File: config.mk
export PLATFORM = sky130hd
export DESIGN_NAME = dmem_arbiter
export DESIGN_NICKNAME = d
export VERILOG_FILES = /design/src/rtl/dmem_arbiter.sv
export SDC_FILE = /design/constraint.sdc
export NUM_CORES = 1
export LEC_CHECK = 0
export CAP_MARGIN = 25
export CORE_AREA = 2 2 67 69
export DETAILED_ROUTE_END_ITERATION = 8
export DIE_AREA = 0 0 69 71
export GPL_TIMING_DRIVEN = 0
export MAX_ROUTING_LAYER = met4
export PLACE_DENSITY = 0.83
export SKIP_CTS_REPAIR_TIMING = 1
export SLEW_MARGIN = 20
export SYNTH_ARGS = -nofsm -noshare
export SYNTH_HDL_FRONTEND = slang
export SYNTH_SLANG_ARGS = --single-unit
File: constraint.sdc
create_clock -name clk -period 2.7 [get_ports clk]
set_input_delay 0.54 -clock clk [delete_from_list [all_inputs] [get_ports clk]]
set_output_delay 0.54 -clock clk [all_outputs]
set_load 0.005 [all_outputs]
File: src/rtl/dmem_arbiter.sv
// rtl/dmem_arbiter.sv - two-port (core A, host/debug B) arbiter in front of a single-port data memory
// Define DMEM_ARB_FIXED_PRIO_EN to give port A fixed priority instead of round robin.
module dmem_arbiter #(
  parameter int ADDR_W = 4,
  parameter int DATA_W = 8
) (
  input  logic              clk,
  input  logic              rst,
  input  logic              a_req,
  input  logic              a_we,
  input  logic [ADDR_W-1:0] a_addr,
  input  logic [DATA_W-1:0] a_wdata,
  output logic              a_gnt,
  output logic              a_rvalid,
  output logic [DATA_W-1:0] a_rdata,
  input  logic              b_req,
  input  logic              b_we,
  input  logic [ADDR_W-1:0] b_addr,
  input  logic [DATA_W-1:0] b_wdata,
  output logic              b_gnt,
  output logic              b_rvalid,
  output logic [DATA_W-1:0] b_rdata,
  output logic              mem_e,
  output logic              mem_we,
  output logic [ADDR_W-1:0] mem_addr,
  output logic [DATA_W-1:0] mem_di,
  input  logic [DATA_W-1:0] mem_do,
  output logic [7:0]        conflict_cnt
);

  typedef enum logic [1:0] {
    IDLE   = 2'd0,
    ACCESS = 2'd1,
    DONE   = 2'd2
  } state_t;

  state_t            state;
  state_t            state_nxt;
  logic              own_b;
  logic              lat_we;
  logic [ADDR_W-1:0] lat_addr;
  logic [DATA_W-1:0] lat_wdata;
  logic              arb_pt;
  logic              any_req;
  logic              both_req;
  logic              win_b;

  assign arb_pt   = (state == IDLE) || (state == DONE);
  assign any_req  = a_req || b_req;
  assign both_req = a_req && b_req;

`ifdef DMEM_ARB_FIXED_PRIO_EN
  assign win_b = !a_req;
`else
  // last_b resets to 1 so that A wins the very first contention
  logic last_b;

  assign win_b = both_req ? !last_b : b_req;

  always_ff @(posedge clk or posedge rst) begin
    if (rst) begin
      last_b <= 1'b1;
    end else if (arb_pt && any_req) begin
      last_b <= win_b;
    end
  end
`endif

  always_ff @(posedge clk or posedge rst) begin
    if (rst) begin
      state <= IDLE;
    end else begin
      state <= state_nxt;
    end
  end

  always_comb begin
    state_nxt = state;
    mem_e     = 1'b0;
    mem_we    = 1'b0;
    a_gnt     = 1'b0;
    b_gnt     = 1'b0;
    case (state)
      IDLE, DONE: begin
        state_nxt = any_req ? ACCESS : IDLE;
      end
      ACCESS: begin
        state_nxt = DONE;
        mem_e     = 1'b1;
        mem_we    = lat_we;
        a_gnt     = !own_b;
        b_gnt     = own_b;
      end
      default: begin
        state_nxt = IDLE;
      end
    endcase
  end

  // mem_addr/mem_di are driven straight from the latch so they hold between accesses
  assign mem_addr = lat_addr;
  assign mem_di   = lat_wdata;

  always_ff @(posedge clk or posedge rst) begin
    if (rst) begin
      own_b     <= 1'b0;
      lat_we    <= 1'b0;
      lat_addr  <= '0;
      lat_wdata <= '0;
    end else if (arb_pt && any_req) begin
      own_b     <= win_b;
      lat_we    <= win_b ? b_we    : a_we;
      lat_addr  <= win_b ? b_addr  : a_addr;
      lat_wdata <= win_b ? b_wdata : a_wdata;
    end
  end

  // mem_do is valid during DONE; capture it on the edge that closes DONE
  always_ff @(posedge clk or posedge rst) begin
    if (rst) begin
      a_rvalid <= 1'b0;
      b_rvalid <= 1'b0;
      a_rdata  <= '0;
      b_rdata  <= '0;
    end else begin
      a_rvalid <= (state == DONE) && !lat_we && !own_b;
      b_rvalid <= (state == DONE) && !lat_we && own_b;
      if ((state == DONE) && !lat_we && !own_b) begin
        a_rdata <= mem_do;
      end
      if ((state == DONE) && !lat_we && own_b) begin
        b_rdata <= mem_do;
      end
    end
  end

  always_ff @(posedge clk or posedge rst) begin
    if (rst) begin
      conflict_cnt <= 8'd0;
    end else if (arb_pt && both_req && (conflict_cnt != 8'hFF)) begin
      conflict_cnt <= conflict_cnt + 8'd1;
    end
  end

endmodule

==> flow_summary.yaml <==
clock_network:
  tritoncts: "yes"
  root_buffer: "clkbuf_8"
  htree_levels: 2
  clock_latency_ps: 280
  clock-sinks: 43
  numCtsBuffers: 5
  cts.clk_slew.worst_paths_ps: 80
  clockBufferDepth: 2
die:
  coreArea_sq_um: 4200
  die_h_microns: 71
  floorplan.rows: 24
  initial_core_util_pct: 43.3
  die_width_microns: 69
  dieArea_sq_um: 4900
  pin_count: 80
global_route:
  grt_max_degree: 23
  grt_pass1_wl_microns: 6780
  gr-total-overflow: 0
  first_global_vias: 1511
  grt_antenna_before_repair: 0
  grt_usage_pct: 17.7
timing:
  slew_violations: 0
  whs_ps: 483
  slew_headroom_pct: 56.4
  grt_setup_unrepaired: "false"
  worst_slew_pin_slew_ps: 651
  post-route-min-period_ps: 2230
  finalCritPeriodShare_pct: 82.4
  hold_violations: 0
  final-setup-viol-count: 0
  fin_tns_setup_ps: 0
  finClkSkew_ps: 4.93
  fmax_mhz: 449
setup_path:
  required_ps: 2160
  cp-end-kind: "output pin"
  crit_fanout: 7
  cp-start-kind: "flip-flop"
  worstPathArrival_ps: 1690
  path_class: "flip-flop to output pin"
yosys:
  synthCells: 144
  synthArstFlopShare_pct: 100
  synth-warning-count: 0
  synth-compound-area-share_pct: 7.08
  synth_fa_ha_area_share_pct: 0.687
  synthTopCellsByCount: "42 x dfrtp_1, 20 x mux2_2, 19 x nand2_1"
  synth_xor_xnor_area_share_pct: 1.44
  synth_area_leaders: "dfrtp_1 58%, mux2_2 12%, mux2i_1 7.1%"
  synth_top_cell_area_share_pct: 57.7
  yosys.area.top_type: "dfrtp_1"
  synthSimpleGateAreaFrac_pct: 10.0
  muxShareOfSynthArea_pct: 19.5
  synth_edf_count: 0
  synth_area_sq_um: 1820
  avgSynthCellArea_sq_um: 12.6
  netlist-cell-type-count: 27
  ys_ff_latch: 43
  ys_seq_area_share_pct: 59.2
  syn_nets: 183
  synth_top_family_by_area: "multiplexers"
  synth.most_common_cell: "dfrtp_1"
  ys.flop_type: "dfrtp_1"
finish:
  area_delta_synth_final_pct: 53.0
  diodes: 0
  final_util_pct: 66.3
  fillCellCount: 346
  seq_area_sq_um: 1080
  final_cell_count_no_fill: 284
  multi_input_area_sq_um: 706
  nets: 270
  drive_above_1_share_pct: 15.9
drt:
  route.detailed.drc: 0
  wl_per_cell_microns: 13.2
  drt.antenna.violating_nets: 0
  vias: 1420
  first_iter_violations: 69
  routed_wl_microns: 3750
  drt_pass1_iterations: 4
  post_drt_via_cell_ratio: 5.00
run_status:
  outcome: "finished, final reports clean"
placed_design:
  numPortBuffers: 79
  gp_congestion: 0.769
  dp.final_hpwl_microns: 2930
  place_inst: 276
power_and_ir_drop:
  p_leak_nw: 1.18
  worst_ir_drop_vdd_mv: 0.371
  p_per_area_nw_per_um2: 790
worst_hold_path:
  hp-class: "flip-flop to flip-flop"
job:
  drv_cap: 0
path summary, 6_finish.rpt:
| kind | startpoint | cells past startpoint | slack, ps | end |
|---|---|---|---|---|
| max in group asynchronous | rst | 3 | 1540 | last_b$_DFFE_PP1P_ |
| min in group asynchronous | rst | 2 | 610 | a_rdata[0]$_DFFE_PP0P_ |
| setup reg to reg | own_b$_DFFE_PP0P_ | 2 | 1100 | a_rdata[4]$_DFFE_PP0P_ |
| hold reg to reg | mem_di[4]$_DFFE_PP0P_ | 2 | 480 | mem_di[4]$_DFFE_PP0P_ |
| hold / removal | mem_di[4]$_DFFE_PP0P_ | 2 | 480 | mem_di[4]$_DFFE_PP0P_ |
| setup / recovery | state[0]$_DFF_PP0_ | 4 | 470 | mem_we |
power breakdown:
part / internal [mW] / switching (mW) / leakage [nW]
registers: 0.860 / 0.145 / 0.529
clock network: 0.181 / 0.198 / 0.0422
logic: 0.569 / 0.247 / 0.610
total: 1.61 / 0.589 / 1.18
stage by stage:
| step | area [sq um] | setup slack (ps) | power (mW) |
|---|---|---|---|
| after global routing | 2790 | 348 | 2.36 |
| after CTS | 2790 | 456 | 2.24 |
| after floorplan | 1820 | 1160 | 1.30 |
| after global placement | 2680 | 324 | 1.81 |
| final | 2790 | 474 | 2.20 |
| after detailed placement | 2700 | 551 | 1.85 |
cell families (layout without fill, tap and decap cells):
| logic type | Yosys count | count (layout) |
|---|---|---|
| fa+ha+maj | 1 | 1 |
| xor+xnor | 3 | 3 |
| simple gates | 34 | 34 |
| compound gates | 23 | 23 |
| mux | 33 | 33 |
| buf+inv | 7 | 95 |
| flops | 43 | 43 |
cell type report:
type                            instances  area share [%]
Timing Repair Buffer                   80            29.4
Buffer                                  4           0.943
Clock inverter                          1           0.180
Inverter                                3           0.404
Multi-Input combinational cell         94            25.3
Clock buffer                            7            2.74
Tap cell                               52            2.34
Sequential cell                        43            38.7
cell usage in the layout (no fill, tap or decap):
cell / instances
nor4b_4: 1
ha_1: 1
nand2b_1: 1
clkdlybuf4s50_1: 79
xnor2_1: 3
buf_16: 1
inv_1: 2
o21ai_0: 14
and3b_2: 1
nand2_1: 19
dfrtp_1: 42
o21bai_1: 1
and2_1: 2
nor3_1: 2
mux2_2: 20
inv_2: 1
a21boi_2: 1
clkinv_2: 1
buf_2: 3
dfstp_2: 1
and4bb_2: 1
buf_6: 1
a22o_1: 1
o21ai_1: 2
and3_1: 2
clkbuf_8: 5
mux2i_1: 13
a21oi_1: 3
a31oi_1: 1
nor2_1: 2
nand3_1: 2
clkbuf_1: 2
nand4_1: 1
registers in the layout, summed over array words and instances (netlist names):
name and cells:
a_rdata 8, b_rdata 8, conflict_cnt 8, mem_di 8
mem_addr 4, state 2, a_rvalid 1, b_rvalid 1
last_b 1, lat_we 1, own_b 1
layer usage:
layer / global-route usage (%) / part of all wire, % / vias up
li1: - / - / 674
met1: 21.6 / 41 / 688
met2: 29.6 / 52 / 53
met3: 3.85 / 6.3 / 5
met4: 5.88 / 1.1 / 0
met5: - / 0 / -
worst max-delay path, stage by stage, from the launching register on:
cell,delay [ps]
dfrtp_1,410
inv_1,140
nor2_1,210
and2_1,150
clkdlybuf4s50_1,490
Note: power is estimated with default switching activity, not from simulation.
